[src/rtl/mstr0_pkg.sv]
// Shared types and helpers for the mstr0 burst writer: FSM state encoding,
// command length width and the burst length clamp.
package mstr0_pkg;

    typedef enum logic [2:0] {
        IDLE,
        CMD,
        DATA,
        RESP,
        FIN
    } state_e;

    localparam int unsigned DEF_DW         = 32;
    localparam int unsigned BYTES_PER_BEAT = DEF_DW / 8;
    localparam int unsigned LEN_W          = 5;

    function automatic logic [LEN_W-1:0] min_len(
        input logic [31:0] remain,
        input logic [31:0] max
    );
        return (remain < max) ? LEN_W'(remain) : LEN_W'(max);
    endfunction

endpackage

[src/rtl/mstr0_beat_ctr.sv]
// Beat counter for one burst: latches the burst length when the command
// is accepted, counts transferred beats and flags the final beat.
module mstr0_beat_ctr
    import mstr0_pkg::*;
(
    input  logic             clk,
    input  logic             rst,
    input  logic             load_i,
    input  logic             inc_i,
    input  logic [LEN_W-1:0] len_i,
    output logic [LEN_W-1:0] len_o,
    output logic             last_o
);

    logic [LEN_W-1:0] beat_q;
    logic [LEN_W-1:0] len_q;

    always_ff @(posedge clk) begin
        if (rst) begin
            beat_q <= '0;
            len_q  <= '0;
        end else if (load_i) begin
            beat_q <= '0;
            len_q  <= len_i;
        end else if (inc_i) begin
            beat_q <= beat_q + LEN_W'(1);
        end
    end

    assign len_o  = len_q;
    assign last_o = (beat_q == (len_q - LEN_W'(1)));

endmodule

[src/rtl/mstr0_burst_writer.sv]
// Drains the pixel FIFO's FWFT read port and writes the words to memory as
// bursts of at most BURST_MAX beats over a cmd/write/response master port.
module mstr0_burst_writer
    import mstr0_pkg::*;
#(
    parameter int unsigned DW        = DEF_DW,
    parameter int unsigned AW        = 32,
    parameter int unsigned CW        = 16,
    parameter int unsigned BURST_MAX = 16
) (
    input  logic             clk,
    input  logic             rst,
    input  logic             start,
    input  logic [AW-1:0]    base_addr,
    input  logic [CW-1:0]    total_words,
    output logic             busy,
    output logic             done,
    output logic             err,
    input  logic [DW-1:0]    fifo_data_out,
    input  logic             fifo_empty,
    output logic             mstr0_ready,
    output logic             cmd_valid,
    input  logic             cmd_ready,
    output logic [AW-1:0]    cmd_addr,
    output logic [LEN_W-1:0] cmd_len,
    output logic             wvalid,
    input  logic             wready,
    output logic [DW-1:0]    wdata,
    output logic             wlast,
    input  logic             bvalid,
    input  logic             berr,
    output logic             bready
);

    localparam int unsigned STEP = BYTES_PER_BEAT * DW / DEF_DW;

    state_e           state_q;
    logic [AW-1:0]    addr_q;
    logic [CW-1:0]    remain_q;
    logic             err_q;
    logic             done_q;

    logic             in_data;
    logic             xfer;
    logic             cmd_hs;
    logic             beat_last;
    logic [LEN_W-1:0] len_q;

    assign in_data = (state_q == DATA);
    assign xfer    = wvalid & wready;
    assign cmd_hs  = cmd_valid & cmd_ready;

    mstr0_beat_ctr u_beat_ctr (
        .clk    (clk),
        .rst    (rst),
        .load_i (cmd_hs),
        .inc_i  (xfer),
        .len_i  (cmd_len),
        .len_o  (len_q),
        .last_o (beat_last)
    );

    // Command fields come straight from the job registers, which only move in
    // DATA, so they stay stable for the whole CMD wait.
    assign cmd_valid   = (state_q == CMD);
    assign cmd_addr    = addr_q;
    assign cmd_len     = min_len(32'(remain_q), 32'(BURST_MAX));

    assign wvalid      = in_data & ~fifo_empty;
    assign wdata       = fifo_data_out;
    assign wlast       = beat_last & wvalid;
    assign mstr0_ready = in_data & wready;
    assign bready      = (state_q == RESP);

    assign busy        = (state_q == CMD) || (state_q == DATA) || (state_q == RESP);
    assign done        = done_q;
    assign err         = err_q;

    always_ff @(posedge clk) begin
        if (rst) begin
            state_q  <= IDLE;
            addr_q   <= '0;
            remain_q <= '0;
            err_q    <= 1'b0;
            done_q   <= 1'b0;
        end else begin
            done_q <= (state_q == FIN);
            case (state_q)
                IDLE: begin
                    if (start) begin
                        err_q <= 1'b0;
                        if (total_words != '0) begin
                            addr_q   <= base_addr;
                            remain_q <= total_words;
                            state_q  <= CMD;
                        end else begin
                            state_q  <= FIN;
                        end
                    end
                end
                CMD: begin
                    if (cmd_ready) begin
                        state_q <= DATA;
                    end
                end
                DATA: begin
                    if (xfer) begin
                        if (remain_q != '0) begin
                            remain_q <= remain_q - CW'(1);
                        end
                        if (beat_last) begin
                            addr_q  <= addr_q + AW'(len_q) * AW'(STEP);
                            state_q <= RESP;
                        end
                    end
                end
                RESP: begin
                    if (bvalid) begin
                        if (berr) begin
                            err_q <= 1'b1;
                        end
                        state_q <= (remain_q == '0) ? FIN : CMD;
                    end
                end
                FIN: begin
                    state_q <= IDLE;
                end
                default: begin
                    state_q <= IDLE;
                end
            endcase
        end
    end

endmodule

[config.mk]
export PLATFORM = sky130hd
export DESIGN_NAME = mstr0_burst_writer
export DESIGN_NICKNAME = d
export VERILOG_FILES = /design/src/rtl/mstr0_pkg.sv /design/src/rtl/mstr0_beat_ctr.sv /design/src/rtl/mstr0_burst_writer.sv
export SDC_FILE = /design/constraint.sdc
export NUM_CORES = 1
export LEC_CHECK = 0
export CAP_MARGIN = 10
export CORE_MARGIN = 3
export CORE_UTILIZATION = 48
export DETAILED_ROUTE_END_ITERATION = 7
export GPL_ROUTABILITY_DRIVEN = 0
export PLACE_DENSITY = 0.87
export SYNTH_ARGS = -nofsm -noshare
export SYNTH_HDL_FRONTEND = slang
export SYNTH_SLANG_ARGS = --single-unit
export TNS_END_PERCENT = 20
[constraint.sdc]
create_clock -name clk -period 4.21 [get_ports clk]
set_input_delay 0.842 -clock clk [delete_from_list [all_inputs] [get_ports clk]]
set_output_delay 0.842 -clock clk [all_outputs]
set_load 0.005 [all_outputs]
After elaboration in Yosys (flattened, before gate mapping)
Cells that the tools add are included.
- word-level logic and storage cells: 67
- bits of input ports: 88
- flip-flop bits (word level): 63
- bitwise logic cells: 6
- order comparisons: 1
- reduce and logical (&&, ||, !) cells: 13
- eq/ne operators: 13
- multiplexer cells: 23
- $add $sub $neg: 4
- operators with widths (operator ; count):
    $mux W32 ; 4
    $mux W16 ; 4
    $pmux W32 S2 ; 1
    $add A32 B7 Y32 ; 1
    $pmux W16 S2 ; 1
    $reduce_bool A16 Y1 ; 2
    $mux W3 ; 7
    $logic_not A16 Y1 ; 1
    $lt A16 B5 Y1 const B ; 1
    $sub A16 B1 Y16 const B ; 1
    $reduce_and A5 Y1 ; 3
    $pmux W3 S4 ; 1
    $ne A2 B1 Y1 const B ; 4
    $ne A2 B2 Y1 const B ; 4
    $eq A3 B2 Y1 const B ; 2
    $add A5 B1 Y5 const B ; 1
    $and A1 B1 Y1 ; 5
    $eq A5 B5 Y1 ; 1
    $mux W5 ; 1
    $sub A5 B1 Y5 const B ; 1
    $reduce_and A4 Y1 ; 1
    $reduce_bool A2 Y1 ; 2
    $eq A3 B1 Y1 const B ; 1
    $eq A3 B3 Y1 const B ; 1
    other kinds (6) ; 9

Longest topological paths before layout
Gate-level depths: netlist of run 1.
- depth after elaboration: 5
- gate-level depth with buffers: 10
- depth with buffers taken out: 8

Modules after synthesis
From an unflattened synthesis of run 1, not the netlist that was laid out.
- cell total of the unflattened synthesis: 569
- area total of the unflattened synthesis: 4301.6 um2
- by module, submodules not included (module ; times used ; cells each ; seq. area each (um2) ; area an instance (um2)):
    mstr0_burst_writer ; 1 ; 515 ; 1061.0 ; 3788.6
    mstr0_beat_ctr ; 1 ; 54 ; 200.2 ; 513.0

Worst setup path before layout of run 1
OpenSTA, ideal clock, no wires.
- path kind: register -> output
- start: register state_q[1]
- end: output wlast
- stages on the path, launching flop included: 8
- buffers on the path: 4
- data required time: 3368 ps
- slack: 1717 ps
- arrival time: 1651 ps
- path through: dfxtp_1 > buf_2 > inv_1 > or3_1 > buf_2 > buf_2 > buf_1 > nor3_1
- cells in the longest elaborated chain, start to end: 3
- ends and longest elaborated chain (element ; RTL line ; RTL):
    start: declaration ; mstr0_burst_writer.sv:37 ; state_e state_q;
    start signal: assignment ; mstr0_burst_writer.sv:122 ; state_q <= (remain_q == '0) ? FIN : CMD;
    $eq A3 B2 Y1 ; mstr0_burst_writer.sv:49 ; assign in_data = (state_q == DATA);
    $and A1 B1 Y1 ; mstr0_burst_writer.sv:69 ; assign wvalid = in_data & ~fifo_empty;
    $and A1 B1 Y1 ; mstr0_burst_writer.sv:71 ; assign wlast = beat_last & wvalid;
    end: declaration ; mstr0_burst_writer.sv:29 ; output logic wlast,
Every way passes these cells.

Final worst setup path of run 1
- start: register remain_q[11]
- end: output cmd_len[2]
- cells in the longest elaborated chain, start to end: 2
- ends and longest elaborated chain (element ; RTL line ; RTL):
    start: declaration ; mstr0_burst_writer.sv:39 ; logic [CW-1:0] remain_q;
    start signal: assignment ; mstr0_burst_writer.sv:94 ; remain_q <= total_words;
    start signal: assignment ; mstr0_burst_writer.sv:109 ; remain_q <= remain_q - CW'(1);
    $lt A16 B5 Y1 ; mstr0_pkg.sv:21 ; return (remain < max) ? LEN_W'(remain) : LEN_W'(max);
    $mux W5 ; mstr0_pkg.sv:21 ;
    end: declaration ; mstr0_burst_writer.sv:25 ; output logic [LEN_W-1:0] cmd_len,
Every way passes these cells.

==> flow_summary.ini, run 1 <==
[clocking]
htree_levels = 3
path_clk_slew_ns = 0.07
cts_resizes = 0
clkSinkCount = 63
clock_tree.buffer_depth = 2
tritoncts = done
clock_latency_ns = 0.34
clock_tree_root_driver_cell = sky130_fd_sc_hd__clkbuf_8
cts_hold_buffers = 0
post_cts.repair.setup_buffers = 0
cts-buffers-inserted = 9

[synthesis]
yosysTopAreaCellShare = 0.2933
synthCells = 576
yosysTopAreaCell = sky130_fd_sc_hd__dfxtp_1
synth_area_um2 = 4300
synth_async_reset_ratio = 0
synth_cell_types = 70
synth.yosys.seq_area_share = 0.2933
synthFlopType = sky130_fd_sc_hd__dfxtp_1
synthesis.yosys.warnings = 0
synth-edff-count = 0
ys_seq_elements = 63
synth.area.top_cells = sky130_fd_sc_hd__dfxtp_1 29%, sky130_fd_sc_hd__nand2_1 6.7%, sky130_fd_sc_hd__a21oi_1 6.6%
synth_nets = 674
synthesis.area_per_instance_um2 = 7.466

[drt]
routed-via-count = 4709
detail-route-antenna-nets = 0
drt_drc_violations_left = 0
detail_route.vias_per_cell = 6.372
mean_routed_wirelength_per_cell_um = 17.80
drt_wl_total_um = 13160
first_pass_iters = 8
drt_first_iter_violations = 434

[pwr]
power_leakage_nw = 1.895
vdd.ir_drop.worst_uv = 228.1
power_per_cell_area_nw_per_um2 = 480.7
power_mw = 2.551

[timing]
timing.final.crit_share = 0.8392
setup_total_negative_slack_ns = 0
achievable-frequency_ghz = 0.2830
setup_violations = 0
period_minus_slack_ns = 3.533
worstMarginPinSlew_ns = 0.7853
clock-skew-final_ns = 0.01075
final-max-slew-violation-count = 0
report.final.hold_viol_count = 0
rsz0062_at_grt = false
slew-limit-headroom = 0.4765

[setup_path]
worst-setup-path-type = register to output pin
critical_path.cell_chain = or4_1 -> nor4_4 -> nor3b_2 -> and2_1 -> clkdlybuf4s50_1
crit_path_max_fanout = 6
critical-path-slowest-cell = sky130_fd_sc_hd__or4_1
critPathRequiredTime_ns = 3.37
worstPathArrival_ns = 2.69
critPathCaptureType = output pin
launching_element_type_of_the_critical_path = register
critical_path.max_stage_delay_ns = 0.62

[cells_and_area]
ff_latch_area_um2 = 1261
filler_cell_count = 739
final_layout_size_suffix_gt1_frac = 0.06467
multiInputGateArea_um2 = 2625
layout.nets = 728
layout-area-overhead-vs-synth_pct = 23.42
final_common_cell = sky130_fd_sc_hd__clkdlybuf4s50_1
ant_diodes = 0
most-common-layout-cells = 99 x sky130_fd_sc_hd__clkdlybuf4s50_1, 77 x sky130_fd_sc_hd__nand2_1, 63 x sky130_fd_sc_hd__dfxtp_1

[global_routing]
grt_start_max_net_pins = 80
gr-usage-all-layers = 0.2488
grt_pass1_vias = 4265
global_route.overflow_total = 0
grt_first_pass_wirelength_um = 20690
grt_antenna_before_repair = 0

[place]
io_buffers = 100
dp_hpwl_um = 9286

[floorplanning]
die_x_um = 100.7
core_region_area_um2 = 8464
die_y_um = 100.7
initial_core_util = 0.5081
dieArea_um2 = 10130
floorplan.rows = 33
ios = 165

[run_status]
run_status = finished clean

[run]
max-cap-violations = 0

[worst_hold_path]
worstHoldPathType = register to register
-- cell usage after synthesis, drive strengths merged, types with 4 or more instances --
cell type,instances
nor2,48
a211oi,20
dfxtp,63
xnor2,5
a21oi,57
mux2i,6
a31oi,8
nand3,18
and2,11
a311oi,4
nor3,19
or4,6
nor4,12
o21ai,42
nand2,77
a21o,6
xor2,7
buf,46
ha,9
o31ai,12
nand4,12
inv,12
clkbuf,18
o21a,5
-- critical path: cells and delay by family (launching register included) --
kind | cells | cell delay [ns]
DFF | 1 | 0.38
buffers and inverters | 1 | 0.52
and+or+nand+nor | 4 | 1.46
-- per-stage QoR --
stage	utilization	cells	area [µm²]	setup slack, ns	hold WS, ns
3_3_place_gp	0.6038	724	5111	0.8209	0.4790
6_report	0.6271	739	5308	0.6768	0.4934
4_1_cts	0.6271	739	5308	0.6672	0.4960
5_1_grt	0.6271	739	5308	0.5628	0.5234
2_1_floorplan	-	576	4300	1.717	0.4651
3_5_place_dp	0.6038	724	5111	0.7386	0.4854
-- state kept, by name, summed over array words and instances, names as in the netlist --
signal             flops
u_beat_ctr.len_o       5
u_beat_ctr.beat_q      5
cmd_addr              32
remain_q              16
err                    1
state_q                3
done                   1
-- power breakdown --
part | total [mW] | switching [mW] | internal [mW]
clock network | 0.535 | 0.236 | 0.299
registers | 0.904 | 0.183 | 0.722
logic | 1.11 | 0.602 | 0.509
total | 2.55 | 1.02 | 1.53
-- cell families after synthesis --
logic type,after synthesis,synth area share
AO/OA/AOI/OAI,186,0.2819
XOR/XNOR,12,0.02444
adder cells (fa/ha/maj),10,0.03084
buffers and inverters,76,0.09805
flip-flops,63,0.2933
multiplexers,6,0.01397
AND/OR/NAND/NOR,223,0.2575
-- metal layers --
layer  wire, µm  track usage
met4        199      0.08290
met1       5475       0.3362
met2       6075       0.3889
met5          0            0
met3       1405      0.05952
-- path summary, 6_finish.rpt --
kind	start	endpoint	slack, ns	cells after the start
setup reg to reg	state_q[1]	cmd_addr[20]	1.13	7
hold reg to reg	cmd_addr[4]	cmd_addr[4]	0.49	2
hold / removal	cmd_addr[4]	cmd_addr[4]	0.49	2
setup / recovery	remain_q[11]	cmd_len[2]	0.68	5
-- final cells by class --
cell class / count / share of cell area
well taps: 105 / 0.02475
repair buffers: 107 / 0.1975
inverters: 12 / 0.008487
flip-flops and latches: 63 / 0.2376
clock buffers: 11 / 0.02852
clock inverters: 4 / 0.008487
multi-input cells: 437 / 0.4946
Power figures use the tool's default switching activity.
==> run 2, diff against run 1 <==
Settings changed: CORE_UTILIZATION 48 to 41, PLACE_DENSITY 0.87 to 0.79.
Clock period 4.21 ns to 2.93 ns, I/O delays scaled along.
==> run 2 against run 1 <==
Compared with the run above:
- the run now ends with setup timing left
- die area is 16% higher
- setup slack lost 0.85 ns
- flip-flop and latch count is the same
- non-clock buffer count is 18 higher
- core utilization down 6.9 points
- hold slack worse by 0.013 ns
- critical path type unchanged
- largest cell class unchanged
- largest power group unchanged
==> flow_summary.ini, run 2 (synthesis gave the netlist of run 1 again) <==
[run_status]
run_status = finished, violations left
violations = setup timing

[cells_and_area]
final_layout_size_suffix_gt1_frac = 0.1103
largest_reg_flops = 32
layout-area-overhead-vs-synth_pct = 29.65
layout.nets = 746
ant_diodes = 0
filler_cell_count = 953
most-common-layout-cells = 98 x sky130_fd_sc_hd__clkdlybuf4s50_1, 77 x sky130_fd_sc_hd__nand2_1, 59 x sky130_fd_sc_hd__dfxtp_1
final_core_utilization = 0.5576
final_common_cell = sky130_fd_sc_hd__clkdlybuf4s50_1

[clocking]
clkSinkCount = 63
clock_latency_ns = 0.34
path_clk_slew_ns = 0.08
clock_tree.buffer_depth = 2
htree_levels = 3
tritoncts = done
cts-buffers-inserted = 9
clock_tree_root_driver_cell = sky130_fd_sc_hd__clkbuf_8
cts_hold_buffers = 0

[setup_path]
timing.critical_path.buf_inv = 1
launching_element_type_of_the_critical_path = register
critPathRequiredTime_ns = 2.34
critical-path-slowest-cell = sky130_fd_sc_hd__or4_4
cpLargestDelayFamily = simple AND/OR/NAND/NOR gates
critical_path.cell_chain = or4_4 -> nor4_4 -> nor3b_4 -> and2_4 -> clkdlybuf4s50_1
worstPathArrival_ns = 2.52
critPathCaptureType = output pin
crit_path_max_fanout = 6
worst-setup-path-type = register to output pin
critical_path.max_stage_delay_ns = 0.54
rrSetupSlack_ns = 0.55

[place]
pre_cts_ws_ns = -0.2048
io_buffers = 100
dp_hpwl_um = 9667

[global_routing]
gr-usage-all-layers = 0.2247
global_route.overflow_total = 0
grt_pass1_vias = 4379
grt_first_pass_wirelength_um = 21400
grt_antenna_before_repair = 0
grt_start_max_net_pins = 53

[worst_hold_path]
worstHoldPathType = register to register

[floorplanning]
dieArea_um2 = 11750
ios = 165
core_region_area_um2 = 10000
initial_core_util = 0.4301
die_y_um = 108.4
die_x_um = 108.4
floorplan.rows = 36

[timing]
final-max-slew-violation-count = 0
worstMarginPinSlew_ns = 0.6850
fin_ws_ns = -0.1721
report.final.hold_viol_count = 0
slew-limit-headroom = 0.5395
achievable-frequency_ghz = 0.3224
period_minus_slack_ns = 3.102
rsz0062_at_grt = true
timing.final.crit_share = 1.059
clock-skew-final_ns = 0.006993
setup_violations = 5

[drt]
mean_routed_wirelength_per_cell_um = 17.17
detail_route.vias_per_cell = 5.944
first_pass_iters = 5
drt_drc_violations_left = 0
routed-via-count = 4672
drt_wl_total_um = 13500
drt_first_iter_violations = 406
detail-route-antenna-nets = 0

[pwr]
power_leakage_nw = 2.018
vdd.ir_drop.worst_uv = 289.7
power_per_cell_area_nw_per_um2 = 710.4

[run]
max-cap-violations = 0
## run 2: path summary, 6_finish.rpt
kind / cells after the start / to / from
setup / recovery: 5 / cmd_len[2] / remain_q[7]
hold / removal: 2 / cmd_addr[4] / cmd_addr[4]
setup reg to reg: 10 / cmd_addr[16] / u_beat_ctr.len_o[0]
hold reg to reg: 2 / cmd_addr[4] / cmd_addr[4]
## run 2: final cells by class
type	instances	area (µm²)	share of cell area
clock inverters	6	107.6	0.01930
repair buffers	125	1196	0.2145
flip-flops and latches	63	1266	0.2271
clock buffers	10	137.6	0.02469
multi-input cells	437	2656	0.4764
well taps	133	166.4	0.02985
inverters	12	45.04	0.008079
## run 2: where the power goes
group,switching (mW),internal (mW),total (mW)
Combinational,0.886,0.832,1.72
Sequential,0.257,1.04,1.30
Clock,0.361,0.586,0.947
## run 2: metal layers
metal / vias to the layer above / track usage / part of all wire
met2: 232 / 0.3464 / 0.46
met5: - / 0 / 0
met1: 2174 / 0.3050 / 0.43
met3: 32 / 0.04776 / 0.087
met4: 0 / 0.09017 / 0.019
li1: 2234 / - / -
## run 2: through the flow
stage	TNS [ns]	hold WS [ns]	total power [mW]	area, µm²	cells
after floorplan	0	0.4651	2.266	4300	576
after detailed placement	-0.4171	0.4676	2.947	5271	767
after global routing	-1.352	0.5412	4.204	5575	786
after global placement	-0.1241	0.4708	2.892	5271	767
after CTS	-0.8183	0.4777	3.932	5547	784
final	-0.6362	0.4807	3.961	5575	786
## run 2: repair_timing
| item | CTS | global route |
|---|---|---|
| gates resized for setup | 10 | 6 |
| setup endpoints to repair | 6 | 9 |
| buffers inserted | 1 | 2 |
## run 2: worst register-to-register path, stage by stage, from the launching register on
cell	delay, ns
sky130_fd_sc_hd__dfxtp_2	0.40
sky130_fd_sc_hd__inv_1	0.07
sky130_fd_sc_hd__ha_1	0.30
sky130_fd_sc_hd__xnor2_1	0.14
sky130_fd_sc_hd__a211oi_2	0.24
sky130_fd_sc_hd__o311ai_1	0.17
sky130_fd_sc_hd__buf_4	0.20
sky130_fd_sc_hd__a21boi_2	0.24
sky130_fd_sc_hd__buf_4	0.22
sky130_fd_sc_hd__a21oi_1	0.09
sky130_fd_sc_hd__a311oi_1	0.23
==> run 3, diff against run 2 <==
Settings changed: ABC_AREA set to 1, CAP_MARGIN 10 to 25, CORE_UTILIZATION 41 to 42, PLACE_DENSITY 0.79 to 0.78, RECOVER_POWER set to 100.
==> run 3 against run 2 <==
Compared with the run above:
- the flow now finishes without violations
- register-to-register slack lost 0.16 ns
- global-route usage decreased by 0.80 points
- synthesized cell count is 46% higher
- cell count rose by 34%
- clock power grew 26%
- via count rose by 13%
- clock skew barely moved
- largest power group unchanged
==> flow_summary.ini, run 3 <==
[floorplanning]
initial_core_util = 0.4408
die_y_um = 113.8
die_x_um = 113.8
floorplan.rows = 38
core_region_area_um2 = 11080
ios = 165
dieArea_um2 = 12960

[cells_and_area]
final_common_cell = sky130_fd_sc_hd__nand2_1
most-common-layout-cells = 312 x sky130_fd_sc_hd__nand2_1, 97 x sky130_fd_sc_hd__nor2_1, 85 x sky130_fd_sc_hd__inv_1
layout.nets = 1004
final-instance-count-excl-fill = 1051
final_layout_size_suffix_gt1_frac = 0.05598
layout-area-overhead-vs-synth_pct = 24.14
largest_reg_flops = 32
ant_diodes = 0

[global_routing]
global_route.overflow_total = 0
grt_antenna_before_repair = 0
grt_first_pass_wirelength_um = 23240
grt_start_max_net_pins = 45
grt_pass1_vias = 5019
gr-usage-all-layers = 0.2166

[synthesis]
synthesis.yosys.warnings = 0
synth_cell_types = 39
synthesis.area_per_instance_um2 = 5.800
synth.yosys.seq_area_share = 0.2583
yosysTopAreaCellShare = 0.2583
synthCells = 842
yosysTopAreaCell = sky130_fd_sc_hd__dfxtp_1
synth_xor_area_frac = 0.01614
synthFlopType = sky130_fd_sc_hd__dfxtp_1
muxShareOfSynthArea = 0
synth.most_common_cell = sky130_fd_sc_hd__nand2_1
synth-compound-area-share = 0.1197
synth_nets = 940
synth.area.top_cells = sky130_fd_sc_hd__dfxtp_1 26%, sky130_fd_sc_hd__nand2_1 24%, sky130_fd_sc_hd__nor2_1 7.4%
ys_seq_elements = 63
main_combinational_cell_family_by_area_after_synthesis = simple AND/OR/NAND/NOR gates
synth-edff-count = 0
synth_area_um2 = 4883
post_synth_and_or_nand_nor_area_fraction = 0.4338
synth_async_reset_ratio = 0
post_synth_top_cells = 310 x sky130_fd_sc_hd__nand2_1, 96 x sky130_fd_sc_hd__nor2_1, 83 x sky130_fd_sc_hd__inv_1
synth_adder_area_share = 0.02716

[drt]
detail_route.vias_per_cell = 5.006
detail-route-antenna-nets = 0
drt_first_iter_violations = 288
drt_wl_total_um = 13690
routed-via-count = 5261
drt_drc_violations_left = 0
first_pass_iters = 5
mean_routed_wirelength_per_cell_um = 13.03

[clocking]
tritoncts = done
path_clk_slew_ns = 0.05
cts-buffers-inserted = 9
clkSinkCount = 63
htree_levels = 3
post_cts.repair.setup_buffers = 0
clock_tree.buffer_depth = 2
clock_latency_ns = 0.34
clock_tree_root_driver_cell = sky130_fd_sc_hd__clkbuf_16

[setup_path]
crit-reg2reg-capture = cmd_addr[17]
worstPathArrival_ns = 2.18
worst_r2r_startpoint = state_q[2]
crit_path_max_fanout = 5
reg2reg_depth = 8
rrSetupSlack_ns = 0.39
critPathCaptureType = output pin
worst-setup-path-type = register to output pin
critPathRequiredTime_ns = 2.34
worstSetupStartpoint = u_beat_ctr.len_o[0]
critical_path.cell_chain = inv_1 -> ha_1 -> nand2_1 -> nand2_1 -> nand2_1 -> nand2_1 -> nor2_2 -> nand3_2 -> nor3_2 -> clkdlybuf4s50_1
critical-path-top-cell-by-count = sky130_fd_sc_hd__nand2_1
critical_path.endpoint = wlast
critical_path.max_stage_delay_ns = 0.52
critical-path-slowest-cell = sky130_fd_sc_hd__clkdlybuf4s50_1
launching_element_type_of_the_critical_path = register

[timing]
report.final.hold_viol_count = 0
setup_violations = 0
final-max-slew-violation-count = 0
clock-skew-final_ns = 0.007369
rsz0062_at_grt = false
worstMarginPinSlew_ns = 0.8609
achievable-frequency_ghz = 0.3616
period_minus_slack_ns = 2.765
timing.final.crit_share = 0.9438
slew-limit-headroom = 0.4254
setup_total_negative_slack_ns = 0

[pwr]
power_leakage_nw = 2.804
power_mw = 5.477
power_per_cell_area_nw_per_um2 = 903.5
vdd.ir_drop.worst_uv = 596.3

[place]
io_buffers = 100
number_of_instances_in_the_placed_design = 1035
dp_hpwl_um = 10010

[run]
max-cap-violations = 0

[worst_hold_path]
worstHoldPathType = register to register

[run_status]
run_status = finished clean
-- run 3: cell count changes in the layout (fill, tap and decap cells not counted), sizes merged, moves of 21 or more --
cell,delta
dlygate4sd3,+41
clkdlybuf4s50,-39
buf,-21
nor2,+57
nand2,+239
inv,+77
nand3,+38
-- run 3: area by class of cell --
type                            count  area (µm²)
Multi-Input combinational cell    633        2899
Inverter                           90       337.8
Clock buffer                       13       260.3
Clock inverter                      3       65.06
Fill cell                        1096        5016
Timing Repair Buffer              109        1062
Tap cell                          140       175.2
Sequential cell                    63        1262
-- run 3: kinds of logic after synthesis --
| family | count (synthesis) |
|---|---|
| adders and majority gates | 10 |
| buffers and inverters | 146 |
| and+or+nand+nor | 507 |
| xor gates and xnor gates | 9 |
| AOI/OAI and AO/OA | 107 |
| DFF | 63 |
-- run 3: layer usage --
layer / share of wire / global-route usage
met1: 0.46 / 0.2729
met2: 0.45 / 0.3600
met3: 0.072 / 0.05623
met4: 0.022 / 0.07443
met5: 0 / 0
-- run 3: how the worst min path moves through the flow --
stage | start | end | slack [ns] | depth (start not counted)
6_report | cmd_addr[1] | cmd_addr[1] | 0.45 | 2
5_1_grt | cmd_addr[1] | cmd_addr[1] | 0.47 | 2
4_1_cts | cmd_addr[0] | cmd_addr[0] | 0.45 | 2
3_5_place_dp | cmd_addr[0] | cmd_addr[0] | 0.44 | 2
3_3_place_gp | cmd_addr[1] | cmd_addr[1] | 0.43 | 2
2_1_floorplan | cmd_addr[0] | cmd_addr[0] | 0.44 | 2
-- run 3: critical path, delay by kind of cell, from the launching register on --
family	cells	cell delay [ns]
fa+ha+maj	1	0.23
buf+inv	2	0.62
simple gates	7	0.63
flops	1	0.36
-- run 3: per-stage QoR --
| step | hold WS [ns] | setup slack (ns) | utilization | cell area (µm²) |
|---|---|---|---|---|
| after floorplan | 0.4404 | 0.9103 | - | 4883 |
| after global placement | 0.4311 | 0.5072 | 0.5197 | 5757 |
| after detailed placement | 0.4401 | 0.4236 | 0.5197 | 5757 |
| after CTS | 0.4512 | 0.1192 | 0.5490 | 6082 |
| after global routing | 0.4692 | 0.003752 | 0.5472 | 6062 |
| final | 0.4518 | 0.1648 | 0.5472 | 6062 |
-- run 3: what timing repair did --
item,in CTS,in global routing
resized for setup,0,4
hold buffers,0,0
endpoints found under the setup margin,0,1
-- run 3: report_power, final --
part           leakage (nW)  total, mW  internal, mW  switching (mW)
Combinational          2.13       2.76          1.10            1.66
Sequential            0.518       1.52          1.15           0.368
Clock                 0.160       1.19         0.791           0.403
Total                  2.80       5.48          3.05            2.43
